<file path="config.mk">
export PLATFORM = sky130hd
export DESIGN_NAME = float_to_fixed
export DESIGN_NICKNAME = d
export VERILOG_FILES = /design/src/rtl/float_to_fixed_pkg.sv /design/src/rtl/float_to_fixed_align.sv /design/src/rtl/float_to_fixed.sv
export SDC_FILE = /design/constraint.sdc
export NUM_CORES = 1
export LEC_CHECK = 0
export ABC_AREA = 1
export ABC_CLOCK_PERIOD_IN_PS = 7100
export BUFFER_PORTS_ARGS = -buffer_cell sky130_fd_sc_hd__buf_2
export CAP_MARGIN = 25
export CELL_PAD_IN_SITES_DETAIL_PLACEMENT = 1
export CELL_PAD_IN_SITES_GLOBAL_PLACEMENT = 2
export CORE_ASPECT_RATIO = 1.4
export CORE_MARGIN = 4
export CORE_UTILIZATION = 35
export CTS_BUF_LIST = sky130_fd_sc_hd__clkbuf_4 sky130_fd_sc_hd__clkbuf_8
export DETAILED_ROUTE_END_ITERATION = 6
export PLACE_DENSITY = 0.9
export SYNTH_ARGS = -nofsm -noshare
export SYNTH_HDL_FRONTEND = slang
export SYNTH_SLANG_ARGS = --single-unit
</file>
<file path="constraint.sdc">
create_clock -name clk -period 7.1 [get_ports clk]
set_clock_uncertainty 0.2 [all_clocks]
set_input_delay 1.065 -clock clk [delete_from_list [all_inputs] [get_ports clk]]
set_output_delay 1.065 -clock clk [all_outputs]
set_load 0.02 [all_outputs]
</file>
<file path="src/rtl/float_to_fixed_pkg.sv">
// float_to_fixed_pkg: shared defaults, float field layout and input class
// encoding for the float_to_fixed converter.
package float_to_fixed_pkg;

    localparam int DEF_FIXED_WIDTH = 12;
    localparam int DEF_FRAC_WIDTH  = 0;
    localparam int DEF_EXP_WIDTH   = 8;
    localparam int DEF_MANT_WIDTH  = 23;
    localparam int DEF_BIAS        = (1 << (DEF_EXP_WIDTH - 1)) - 1;

    // Field view of a float at the default widths
    typedef struct packed {
        logic                      sign;
        logic [DEF_EXP_WIDTH-1:0]  exp;
        logic [DEF_MANT_WIDTH-1:0] mant;
    } float_t;

    // Input class; denormals fold into CLS_ZERO since both flush to 0
    typedef enum logic [1:0] {
        CLS_NORM,
        CLS_ZERO,
        CLS_INF,
        CLS_NAN
    } cls_e;

endpackage

</file>
<file path="src/rtl/float_to_fixed_align.sv">
// float_to_fixed_align: combinational barrel shifter. Scales the mantissa
// (hidden bit included) by 2^sh and returns the integer magnitude, the
// half-LSB guard bit and the OR of everything below it (sticky).
// Only meaningful for sh in [-MANT_WIDTH-1, FIXED_WIDTH-1-MANT_WIDTH]; the
// caller routes anything outside that window to the zero/saturate paths.
module float_to_fixed_align
    import float_to_fixed_pkg::*;
#(
    parameter int FIXED_WIDTH = DEF_FIXED_WIDTH,
    parameter int MANT_WIDTH  = DEF_MANT_WIDTH
) (
    input  logic [MANT_WIDTH:0]    mant,
    input  logic signed [31:0]     sh,
    output logic [FIXED_WIDTH-1:0] mag,
    output logic                   guard,
    output logic                   sticky
);

    // Mantissa is parked FIXED_WIDTH+1 bits up so a single right shift
    // covers both the left- and right-shift cases of sh.
    localparam int XW = MANT_WIDTH + FIXED_WIDTH + 2;

    logic [XW-1:0] x;
    logic [XW-1:0] y;
    int            rs;
    logic          unused_hi;

    // Right-shift the parked mantissa; bits that fall off feed sticky
    always_comb begin
        x      = {mant, {(FIXED_WIDTH + 1){1'b0}}};
        rs     = FIXED_WIDTH - sh;
        y      = x >> rs;
        mag    = y[FIXED_WIDTH:1];
        guard  = y[0];
        sticky = ((y << rs) != x);
    end

    // Above-range bits are always zero inside the legal shift window
    assign unused_hi = |y[XW-1:FIXED_WIDTH+1];

endmodule

</file>
<file path="src/rtl/float_to_fixed.sv">
// float_to_fixed: IEEE-754 float to signed fixed-point, 3-stage pipeline
// (unpack/classify, align, sign/saturate) with a common clock enable.
// Define FLOAT_TO_FIXED_ROUND_EN for round-to-nearest, ties away from zero;
// otherwise the result truncates toward zero.
module float_to_fixed
    import float_to_fixed_pkg::*;
#(
    parameter int FIXED_WIDTH = DEF_FIXED_WIDTH,
    parameter int FRAC_WIDTH  = DEF_FRAC_WIDTH,
    parameter int EXP_WIDTH   = DEF_EXP_WIDTH,
    parameter int MANT_WIDTH  = DEF_MANT_WIDTH
) (
    input  logic                            clk,
    input  logic                            rst,
    input  logic                            en,
    input  logic [EXP_WIDTH+MANT_WIDTH:0]   a,
    output logic [FIXED_WIDTH-1:0]          q
);

    localparam int BIAS = (1 << (EXP_WIDTH - 1)) - 1;
    localparam logic [FIXED_WIDTH-1:0] Q_MAX = {1'b0, {(FIXED_WIDTH - 1){1'b1}}};
    localparam logic [FIXED_WIDTH-1:0] Q_MIN = {1'b1, {(FIXED_WIDTH - 1){1'b0}}};
    localparam logic [FIXED_WIDTH:0]   HALF  = {2'b01, {(FIXED_WIDTH - 1){1'b0}}};

    typedef struct packed {
        logic                    sign;
        logic [EXP_WIDTH+1:0]    e;      // unbiased exponent, two's complement
        logic [MANT_WIDTH:0]     mant;   // hidden bit included
        cls_e                    cls;
        logic                    ovf;    // magnitude certainly >= 2^FIXED_WIDTH
        logic                    under;  // magnitude certainly < 0.5 LSB
    } s1_t;

    typedef struct packed {
        logic                    sign;
        logic                    sat;
        logic [FIXED_WIDTH-1:0]  mag;
        logic                    guard;
        logic                    sticky;
    } s2_t;

    s1_t s1_d, s1_r;
    s2_t s2_d, s2_r;

    logic [EXP_WIDTH-1:0]  a_exp;
    logic [MANT_WIDTH-1:0] a_mant;
    int                    p_d;

    assign a_exp  = a[EXP_WIDTH+MANT_WIDTH-1 -: EXP_WIDTH];
    assign a_mant = a[MANT_WIDTH-1:0];

    // Stage 1: unpack fields and classify. p_d is the power of two of the
    // leading mantissa bit in output-LSB units; p_d >= FIXED_WIDTH can never
    // fit, so it bypasses the shifter entirely.
    always_comb begin
        s1_d       = '0;
        p_d        = int'(a_exp) - BIAS + FRAC_WIDTH;
        s1_d.sign  = a[EXP_WIDTH+MANT_WIDTH];
        s1_d.e     = (EXP_WIDTH + 2)'(int'(a_exp) - BIAS);
        s1_d.mant  = {1'b1, a_mant};
        if (a_exp == '1)
            s1_d.cls = (a_mant != '0) ? CLS_NAN : CLS_INF;
        else if (a_exp == '0)
            s1_d.cls = CLS_ZERO;
        else
            s1_d.cls = CLS_NORM;
        s1_d.ovf   = (p_d >= FIXED_WIDTH);
        s1_d.under = (p_d < -1);
    end

    logic signed [31:0]     sh;
    logic [FIXED_WIDTH-1:0] al_mag;
    logic                   al_guard;
    logic                   al_sticky;

    assign sh = 32'($signed(s1_r.e)) + FRAC_WIDTH - MANT_WIDTH;

    float_to_fixed_align #(
        .FIXED_WIDTH (FIXED_WIDTH),
        .MANT_WIDTH  (MANT_WIDTH)
    ) u_align (
        .mant   (s1_r.mant),
        .sh     (sh),
        .mag    (al_mag),
        .guard  (al_guard),
        .sticky (al_sticky)
    );

    // Stage 2: pick shifter result, or force the zero / saturate outcome
    always_comb begin
        s2_d      = '0;
        s2_d.sign = s1_r.sign;
        unique case (s1_r.cls)
            CLS_INF:  s2_d.sat = 1'b1;
            CLS_NORM: begin
                if (s1_r.ovf) begin
                    s2_d.sat = 1'b1;
                end else if (!s1_r.under) begin
                    s2_d.mag    = al_mag;
                    s2_d.guard  = al_guard;
                    s2_d.sticky = al_sticky;
                end
            end
            default: ;  // zero, denormal, NaN: magnitude stays 0
        endcase
    end

    logic [FIXED_WIDTH:0]   rmag;
    logic [FIXED_WIDTH-1:0] q_d;
    logic                   unused_rnd;

    // Ties go away from zero, so the guard bit alone decides the increment;
    // sticky only separates an exact tie from above-half, which round alike.
    assign unused_rnd = s2_r.sticky ^ s2_r.guard;

    // Stage 3: optional rounding, then apply sign and clamp
    always_comb begin
        q_d = '0;
`ifdef FLOAT_TO_FIXED_ROUND_EN
        rmag = {1'b0, s2_r.mag} + {{FIXED_WIDTH{1'b0}}, s2_r.guard};
`else
        rmag = {1'b0, s2_r.mag};
`endif
        if (s2_r.sat)
            q_d = s2_r.sign ? Q_MIN : Q_MAX;
        else if (s2_r.sign)
            q_d = (rmag > HALF) ? Q_MIN : (~rmag[FIXED_WIDTH-1:0] + FIXED_WIDTH'(1));
        else
            q_d = (rmag >= HALF) ? Q_MAX : rmag[FIXED_WIDTH-1:0];
    end

    // Pipeline registers: reset flushes everything, en=0 stalls all stages
    always_ff @(posedge clk) begin
        if (rst) begin
            s1_r <= '0;
            s2_r <= '0;
            q    <= '0;
        end else if (en) begin
            s1_r <= s1_d;
            s2_r <= s2_d;
            q    <= q_d;
        end
    end

endmodule

</file>
==> out/qor.yml <==
status: "finished clean"
core_um2: 12310
criticalPathCategory: "input pin to flop"
finalMaxSlewViolations: 0
post-place-ws_ns: 3.122
synth_flop_cell: "dfxtp_1"
clk_latency_ns: 0.36
end_kind: "flop"
fin_crit_ns: 3.383
wl_per_cell_um: 15.93
areaGrowthSynthToFinish_pct: 12.02
syn-num-nets: 736
synthCells: 697
worst_hold_slack_ns: 0.2631
wirelength_um: 13950
place_area_um2: 4669
worstPathArrival_ns: 3.47
ys_types: 36
rows: 48
cts_repair_resize_count: 0
netlist_top_cells_area: "dfxtp_1, nand3_1, nand2_1"
synth.avg_cell_area_um2: 6.274
synth_top_area_share_pct: 29.30
clkSlewWorstSetupHoldPaths_ns: 0.07
routabilityCongestion: 0.9556
powerDensity_nw_per_um2: 211.5
drt_iter0_drc: 204
initial_core_util_pct: 35.52
grt_usage_pct: 20.27
power_mw: 1.036
fin_nets: 760
synth_area_um2: 4373
grt_pass1_vias: 4851
final_cell_area_um2: 4898
ant_nets: 0
worst_slew_pin_slew_ns: 0.9076
postCtsHoldBufs: 0
clk_root_buffer_cell: "clkbuf_8"
max_freq_ghz: 0.2956
grt_pass1_wl_um: 23490
antenna_found_initial: 0
register_area_um2: 1281
ys_seq_elements: 64
finish.utilization_pct: 39.79
rsz0062_at_grt: "false"
synth.yosys.seq_area_share_pct: 29.30
hold_viol: 0
vias: 4714
insertedDiodeCount: 0
critPathMaxFanout: 55
dieArea_um2: 14370
min_path_type: "flop to flop"
cp.required_ns: 7.19
boundaryPins: 47
async_flop_share_pct: 0
drive_gt1_share_pct: 13.36
cts_setup_buffers: 0
p_leak_nw: 2.123
finalSetupViolations: 0
clkSinkCount: 64
seqPwrFrac_pct: 38.7
min_period_over_period_pct: 47.65
sw_frac_of_total_pct: 36.58
worstSetupStartpointType: "input pin"
synth_edf_count: 0
viasPerCell: 5.381
htreeDepth: 3
die_w_um: 102.5
setup_ws_ns: 3.717
grt_overflow: 0
grt_max_degree: 57
cts_buffer_depth: 2
place.port_buffers: 46
multi_input_area_um2: 2678
cts_tree: "done"
drc: 0
instances_no_fill: 876
first_pass_iters: 4
p_int_mw: 0.6571
hpwl_um: 11040
numCtsBuffers: 9
vdd.ir_drop.worst_v: 0.0001229
clkPwrFrac_pct: 31.1
pwr-share-comb_pct: 30.1
fin_tns_setup_ns: 0
die_y_um: 140.3
synth_commonest_cells: "nand2_1, nand3_1, a21oi_1"
num-fill-cells: 1644
drv_cap: 0
yosysTopAreaCell: "dfxtp_1"
power_switching_mw: 0.3790
placedCellCount: 859
max_slew_margin_pct: 39.49
ys_warn_count: 0
power groups by stage:
stage	Sequential [mW]	Combinational, mW	Clock [mW]
floorplan	0.409	0.224	0
global placement	0.412	0.299	0
detailed placement	0.413	0.306	0
CTS	0.405	0.307	0.330
global route	0.405	0.351	0.349
finish	0.401	0.312	0.322
worst max-delay path: stages:
cell and delay, ns:
buf_2 0.68, inv_1 0.15, nor4_1 0.45, nand3_1 0.38, inv_1 0.27, nand2_1 0.08
a31oi_1 0.18, nand2_1 0.08, a21oi_1 0.12
cell usage in the layout (no fill, tap or decap), types with 8 or more instances in the layout:
master	synthesis	final
nand2_1	137	137
dfxtp_1	64	64
nand3_2	8	8
clkbuf_8	0	10
nor2_4	9	9
o21ai_0	57	57
inv_1	61	61
a21oi_1	65	65
nand4_1	8	8
nand3_1	137	137
nor2_1	53	53
buf_2	10	46
layout make-up:
type | instances | area share [%]
multi-input cells | 531 | 54.66
flip-flops and latches | 64 | 26.16
repair buffers | 51 | 6.284
inverters | 64 | 4.955
well taps | 150 | 3.831
clock buffers | 11 | 2.963
clock inverters | 5 | 1.149
sequential cells by signal, indices dropped and copies added, names as in the netlist:
signal,flops
s2_r,2
rmag,12
q,12
s1_r,38
logic make-up after synthesis:
family                     share of synthesized area, %
and+or+nand+nor                                   40.52
AOI/OAI and AO/OA                                 17.57
xor gates and xnor gates                          2.003
buffers and inverters                             9.471
adders and majority gates                         1.145
DFF                                               29.30
path summary, 6_finish.rpt:
check	end	depth (start not counted)	from	slack, ns
worst max-delay path	rmag[7]	9	en	3.72
worst min-delay path	s1_r[12]	2	s1_r[12]	0.26
worst max register to register	rmag[11]	18	s1_r[30]	3.80
worst min register to register	s1_r[12]	2	s1_r[12]	0.26
routing by layer:
layer	GRT usage (%)	vias to the layer above	routed length (µm)
li1	-	2396	-
met1	24.39	2226	5998
met2	35.47	67	7157
met3	3.139	25	344
met4	7.740	0	454
met5	0	-	0
(Power assumes the default switching activity.)
